===== config.mk =====
export PLATFORM = sky130hd
export DESIGN_NAME = scytale_codec_flat
export DESIGN_NICKNAME = d
export VERILOG_FILES = /design/src/rtl/scytale_codec_if.sv /design/src/rtl/scytale_codec.sv /design/src/flat_wrapper.sv
export SDC_FILE = /design/constraint.sdc
export NUM_CORES = 1
export LEC_CHECK = 0
export CAP_MARGIN = 40
export CORE_MARGIN = 1
export CORE_UTILIZATION = 50
export CTS_CLUSTER_DIAMETER = 30
export CTS_CLUSTER_SIZE = 24
export DETAILED_ROUTE_END_ITERATION = 8
export PLACE_DENSITY = 0.63
export SLEW_MARGIN = 15
export SYNTH_ARGS = -nofsm -noshare
export SYNTH_HDL_FRONTEND = slang
export SYNTH_SLANG_ARGS = --single-unit

===== constraint.sdc =====
create_clock -name clk -period 6 [get_ports clk]
set_clock_uncertainty 0.2 [all_clocks]
set_input_delay 1.2 -clock clk [delete_from_list [all_inputs] [get_ports clk]]
set_output_delay 1.2 -clock clk [all_outputs]
set_load 0.01 [all_outputs]

===== src/rtl/scytale_codec_if.sv =====
// Character-stream bus between the byte front end and the scytale codec.
// The master drives characters and keys; the slave returns the permuted stream.
interface scytale_codec_if #(
  parameter int D_WIDTH   = 8,
  parameter int KEY_WIDTH = 8
);
  logic [D_WIDTH-1:0]   data_i;
  logic                 valid_i;
  logic                 mode_i;
  logic [KEY_WIDTH-1:0] key_N;
  logic [KEY_WIDTH-1:0] key_M;
  logic                 busy;
  logic [D_WIDTH-1:0]   data_o;
  logic                 valid_o;
  logic                 err_o;

  modport master (
    output data_i, valid_i, mode_i, key_N, key_M,
    input  busy, data_o, valid_o, err_o
  );

  modport slave (
    input  data_i, valid_i, mode_i, key_N, key_M,
    output busy, data_o, valid_o, err_o
  );
endinterface


===== src/rtl/scytale_codec.sv =====
// Run-time selectable scytale encrypt/decrypt engine: buffers a message up to
// a terminator token, then streams the transposed message one char per cycle.
module scytale_codec #(
  parameter int                 D_WIDTH       = 8,
  parameter int                 KEY_WIDTH     = 8,
  parameter int                 MAX_NOF_CHARS = 50,
  parameter logic [D_WIDTH-1:0] START_TOKEN   = 8'hFA
) (
  input logic            clk,
  input logic            rst,
  scytale_codec_if.slave bus
);
  localparam int PTR_W = $clog2(MAX_NOF_CHARS + 1);
  localparam int LEN_W = 2 * KEY_WIDTH;

  typedef logic [PTR_W-1:0] ptr_t;
  typedef enum logic {S_LOAD, S_OUT} state_t;

  state_t             state_q, state_d;
  ptr_t               wr_ptr_q, wr_ptr_d;
  logic               ovf_q, ovf_d;
  logic               err_q, err_d;
  logic [D_WIDTH-1:0] data_q, data_d;
  ptr_t               inner_q, inner_d;
  ptr_t               outer_q, outer_d;
  ptr_t               base_q, base_d;
  ptr_t               stride_q, stride_d;
  ptr_t               inner_last_q, inner_last_d;
  ptr_t               outer_last_q, outer_last_d;

  logic               wr_en;
  logic               rd_en;
  ptr_t               rd_idx;
  logic [LEN_W-1:0]   msg_len;
  logic               reject;

  logic [D_WIDTH-1:0] mem_q [MAX_NOF_CHARS];

  assign msg_len = LEN_W'(bus.key_N) * LEN_W'(bus.key_M);
  assign reject  = (bus.key_N == '0) || (bus.key_M == '0) ||
                   (msg_len != LEN_W'(wr_ptr_q)) || ovf_q;

  // Both modes walk an inner counter along a stride and an outer counter as
  // offset: index = base + outer, with base advancing by the stride.
  always_comb begin
    state_d      = state_q;
    wr_ptr_d     = wr_ptr_q;
    ovf_d        = ovf_q;
    err_d        = 1'b0;
    inner_d      = inner_q;
    outer_d      = outer_q;
    base_d       = base_q;
    stride_d     = stride_q;
    inner_last_d = inner_last_q;
    outer_last_d = outer_last_q;
    wr_en        = 1'b0;
    rd_en        = 1'b0;
    rd_idx       = '0;

    case (state_q)
      S_LOAD: begin
        if (bus.valid_i) begin
          if (bus.data_i != START_TOKEN) begin
            if (wr_ptr_q == ptr_t'(MAX_NOF_CHARS)) begin
              ovf_d = 1'b1;
            end else begin
              wr_en    = 1'b1;
              wr_ptr_d = wr_ptr_q + ptr_t'(1);
            end
          end else begin
            wr_ptr_d = '0;
            ovf_d    = 1'b0;
            if (reject) begin
              err_d = 1'b1;
            end else begin
              state_d = S_OUT;
              rd_en   = 1'b1;
              inner_d = '0;
              outer_d = '0;
              base_d  = '0;
              if (bus.mode_i) begin
                stride_d     = ptr_t'(bus.key_N);
                inner_last_d = ptr_t'(bus.key_M) - ptr_t'(1);
                outer_last_d = ptr_t'(bus.key_N) - ptr_t'(1);
              end else begin
                stride_d     = ptr_t'(bus.key_M);
                inner_last_d = ptr_t'(bus.key_N) - ptr_t'(1);
                outer_last_d = ptr_t'(bus.key_M) - ptr_t'(1);
              end
            end
          end
        end
      end

      S_OUT: begin
        if (inner_q == inner_last_q) begin
          if (outer_q == outer_last_q) begin
            state_d = S_LOAD;
          end else begin
            rd_en   = 1'b1;
            inner_d = '0;
            base_d  = '0;
            outer_d = outer_q + ptr_t'(1);
            rd_idx  = outer_q + ptr_t'(1);
          end
        end else begin
          rd_en   = 1'b1;
          inner_d = inner_q + ptr_t'(1);
          base_d  = base_q + stride_q;
          rd_idx  = base_q + stride_q + outer_q;
        end
      end

      default: state_d = S_LOAD;
    endcase

    data_d = rd_en ? mem_q[rd_idx] : '0;
  end

  always_ff @(posedge clk or posedge rst) begin
    if (rst) begin
      state_q      <= S_LOAD;
      wr_ptr_q     <= '0;
      ovf_q        <= 1'b0;
      err_q        <= 1'b0;
      data_q       <= '0;
      inner_q      <= '0;
      outer_q      <= '0;
      base_q       <= '0;
      stride_q     <= '0;
      inner_last_q <= '0;
      outer_last_q <= '0;
    end else begin
      state_q      <= state_d;
      wr_ptr_q     <= wr_ptr_d;
      ovf_q        <= ovf_d;
      err_q        <= err_d;
      data_q       <= data_d;
      inner_q      <= inner_d;
      outer_q      <= outer_d;
      base_q       <= base_d;
      stride_q     <= stride_d;
      inner_last_q <= inner_last_d;
      outer_last_q <= outer_last_d;
    end
  end

  // Message storage carries no reset; contents are only read after being written.
  always_ff @(posedge clk) begin
    if (wr_en) begin
      mem_q[wr_ptr_q] <= bus.data_i;
    end
  end

  assign bus.busy    = (state_q == S_OUT);
  assign bus.valid_o = (state_q == S_OUT);
  assign bus.data_o  = data_q;
  assign bus.err_o   = err_q;
endmodule


===== src/flat_wrapper.sv =====
// flat-port wrapper written by rule: the top's interface ports become plain ports
module scytale_codec_flat 
#(
  parameter int                 D_WIDTH       = 8,
  parameter int                 KEY_WIDTH     = 8,
  parameter int                 MAX_NOF_CHARS = 50,
  parameter logic [D_WIDTH-1:0] START_TOKEN   = 8'hFA
)
  (clk, rst, bus_data_i, bus_valid_i, bus_mode_i, bus_key_N, bus_key_M, bus_busy, bus_data_o, bus_valid_o, bus_err_o);
  scytale_codec_if #(.D_WIDTH(D_WIDTH), .KEY_WIDTH(KEY_WIDTH)) bus_i ();
  input logic clk;
  input logic rst;
  input wire logic [$bits(bus_i.data_i)-1:0] bus_data_i;
  input wire logic [$bits(bus_i.valid_i)-1:0] bus_valid_i;
  input wire logic [$bits(bus_i.mode_i)-1:0] bus_mode_i;
  input wire logic [$bits(bus_i.key_N)-1:0] bus_key_N;
  input wire logic [$bits(bus_i.key_M)-1:0] bus_key_M;
  output wire logic [$bits(bus_i.busy)-1:0] bus_busy;
  output wire logic [$bits(bus_i.data_o)-1:0] bus_data_o;
  output wire logic [$bits(bus_i.valid_o)-1:0] bus_valid_o;
  output wire logic [$bits(bus_i.err_o)-1:0] bus_err_o;
  assign bus_i.data_i = bus_data_i;
  assign bus_i.valid_i = bus_valid_i;
  assign bus_i.mode_i = bus_mode_i;
  assign bus_i.key_N = bus_key_N;
  assign bus_i.key_M = bus_key_M;
  assign bus_busy = bus_i.busy;
  assign bus_data_o = bus_i.data_o;
  assign bus_valid_o = bus_i.valid_o;
  assign bus_err_o = bus_i.err_o;
  scytale_codec #(.D_WIDTH(D_WIDTH), .KEY_WIDTH(KEY_WIDTH), .MAX_NOF_CHARS(MAX_NOF_CHARS), .START_TOKEN(START_TOKEN)) u_core (.clk(clk), .rst(rst), .bus(bus_i));
endmodule

==> summary.txt <==
CTS
  • CTS sink cnt: 453
  • CTS tree: done
  • CTS H-Tree Depth: 3
  • Worst skew pair latency: 0.61 ns
  • Cts bufs inserted: 94
  • Clock root cell: clkbuf_16
  • Clk slew on worst S/H paths: 0.04 ns
  • Clock buffer depth: 3
  • CTS Hold Bufs: 0

Timing
  • Hold Vio Cnt, Final: 0
  • Maximum clock rate: 0.173 GHz
  • Final setup fails: 0
  • Unrepaired setup endpoints after global routing: no
  • Final worst path period need: 5.80 ns
  • Worst slew pin tran: 0.903 ns
  • Slew HR: 0.396
  • Final worst-path cycle share: 0.966
  • Max-slew violations: 0

Routing
  • Initial drt markers: 1487
  • Routed vias: 14.3k
  • DR vias/cell: 5.64
  • Routed length per placed instance: 21.2 um
  • DRC Markers: 0
  • 1st-pass router iterations: 5
  • Final wirelength: 53600 um
  • Final antenna-violating net count: 0

Layout
  • Filler Cells Inserted: 3369
  • Synth-to-Final Area Change: 21.0%
  • Fraction of layout cells with a size suffix above 1: 0.164
  • Fin nets: 1989
  • Most common cell after layout, fill and taps aside: edfxtp_1
  • Final instance area: 26300 um2
  • Layout Cells excl Fill: 2531
  • ANT cells: 0
  • Most frequent cells in the layout: edfxtp_1 (400), nand2_1 (265), clkbuf_16 (101), nand3_1 (98), o211ai_1 (98)

Floorplan
  • Row count: 76
  • Die W: 211 um
  • Core area: 43000 um2
  • Starting Density: 0.507
  • Die Footprint: 44400 um2
  • # IOs: 39
  • Die height: 211 um

Logic synthesis
  • Sequential cell area fraction in the yosys report: 0.613
  • Syn Nets: 1865
  • YS warnings: 0
  • Count of cell types in the netlist: 73
  • Synthesized area: 21800 um2
  • EDFF count, synth: 400
  • Syn avg cell area: 12.5 um2
  • Post-Syn Instances: 1745
  • Prevailing post-synth register cell: edfxtp_1
  • Ys async rst share: 0.117
  • Yosys reg bits: 453

Setup path
  • WP data required: 6.27 ns
  • Kind of critical path: input port to register
  • Crit path max fanout: 8
  • R2r endpoint: u_core.bus.data_o[7]
  • CP Capture Point: u_core.stride_q[2]
  • Setup crit start kind: input port
  • Worst Path Arrival: 6.07 ns
  • R2r worst-path depth: 14
  • CP endpoint kind: register
  • CP Launch Point: bus_key_N[6]
  • Worst r2r src: u_core.stride_q[0]
  • R2r setup slk: 1.24 ns

Status
  • Status: complete, no violations

Hold path
  • Hold/Removal Path Class: register to register

Global routing
  • Initial antenna violation count: 0
  • Residual overflow from global routing: 0
  • First-pass GRT wire length: 82500 um
  • Total track usage: 0.247
  • Pin count of the biggest net entering global routing: 71
  • Vias in the first global route: 14.3k

Power and ir drop
  • Cell Pwr Density: 369 nW/um2
  • VDD IR-drop max: 0.241 mV
  • Pleak: 0.00991 uW

Placed design
  • Port-buffer cells: 38
  • Placed cell area: 23100 um2
  • Final GP Congestion: 0.865
  • DP Cell Count: 2351
  • Dpl hpwl: 34000 um

Run
  • Max_cap viols: 0
logic make-up (layout without fill, tap and decap cells):
kind of cell               after synthesis  after routing  share of synthesized area
muxes                                  105            105                     0.0510
buffers and inverters                  198            399                     0.0392
adders and majority gates               92             92                     0.0660
xor gates and xnor gates                52             52                     0.0209
DFF                                    453            453                      0.613
and+or+nand+nor                        587            587                      0.125
AOI/OAI and AO/OA                      258            258                     0.0856
synthesized netlist by cell type, drive strengths merged (38+ instances only):
library cell / count / area share
nand3: 99 / 0.023
xnor2: 38 / 0.015
dfrtp: 53 / 0.061
inv: 98 / 0.017
buf: 52 / 0.014
edfxtp: 400 / 0.55
nor2: 95 / 0.017
and2: 39 / 0.011
o211ai: 101 / 0.036
o21ai: 45 / 0.012
nand2: 265 / 0.046
ha: 54 / 0.031
mux2: 47 / 0.024
mux2i: 58 / 0.027
fa: 38 / 0.035
clkbuf: 48 / 0.0083
area by class of cell:
| class | count | area [um2] | share of cell area |
|---|---|---|---|
| multi-input combinational | 1094 | 7690 | 0.292 |
| timing repair buffer | 128 | 1170 | 0.0443 |
| sequential | 453 | 13300 | 0.506 |
| clock inverter | 59 | 543 | 0.0206 |
| tap | 585 | 732 | 0.0278 |
| clock buffer | 114 | 2510 | 0.0954 |
| inverter | 98 | 368 | 0.0140 |
what timing repair did:
action,4_1_cts,5_1_grt
pin swaps,0,7
cloned,0,3
resized for setup,2,31
setup endpoints to repair,1,43
buffers inserted,0,1
sequential cells by signal, indices dropped and copies added, names as in the netlist:
register and count:
u_core.base_q 6, u_core.ovf_q 1, u_core.outer_last_q 6, u_core.outer_q 6, u_core.inner_q 6, u_core.bus.err_o 1
u_core.wr_ptr_q 6, u_core.inner_last_q 6, u_core.stride_q 6, u_core.bus.busy 1, u_core.bus.data_o 8, u_core.mem_q 400
worst min path at each step:
stage	from	to	slack, ns	cells after the start
after detailed placement	u_core.outer_last_q[4]	u_core.outer_last_q[4]	0.30	2
after global routing	u_core.outer_last_q[0]	u_core.outer_last_q[0]	0.33	2
final	u_core.inner_last_q[2]	u_core.inner_last_q[2]	0.31	2
after global placement	u_core.outer_last_q[0]	u_core.outer_last_q[0]	0.30	2
after floorplan	u_core.ovf_q	u_core.ovf_q	0.26	2
after CTS	u_core.inner_last_q[2]	u_core.inner_last_q[2]	0.31	2
layer usage:
| metal | GRT usage | routed length [um] | up-vias |
|---|---|---|---|
| li1 | - | - | 6634 |
| met2 | 0.393 | 25400 | 443 |
| met4 | 0.0885 | 1320 | 0 |
| met5 | 0 | 0 | - |
| met3 | 0.0376 | 3180 | 90 |
| met1 | 0.346 | 23700 | 7115 |
worst max-delay path, cell delays in order:
cell,delay (ns)
clkdlybuf4s50_1,0.42
and2_1,0.19
fa_1,0.54
inv_1,0.06
fa_1,0.54
fa_1,0.43
fa_1,0.50
inv_1,0.05
ha_2,0.30
a21oi_1,0.17
o21ai_0,0.13
or4_4,0.45
a2111oi_4,0.29
buf_4,0.20
nand3_4,0.13
buf_12,0.22
mux2_2,0.26
metrics by stage:
step	power, uW	TNS (ns)	hold WS, ns	setup slack, ns	utilization
after floorplan	4370	0	0.264	0.00320	-
after global placement	4790	-21.26	0.300	-0.598	0.535
after detailed placement	4800	-23.47	0.300	-0.647	0.537
after CTS	9730	0	0.313	0.00102	0.608
after global routing	10100	0	0.333	0.00749	0.613
final	9730	0	0.305	0.204	0.613
power breakdown:
group / switching [uW] / internal (uW)
logic: 679 / 496
clock network: 1620 / 3300
registers: 81.1 / 3550
No activity file was read; power rests on OpenSTA's default activity.
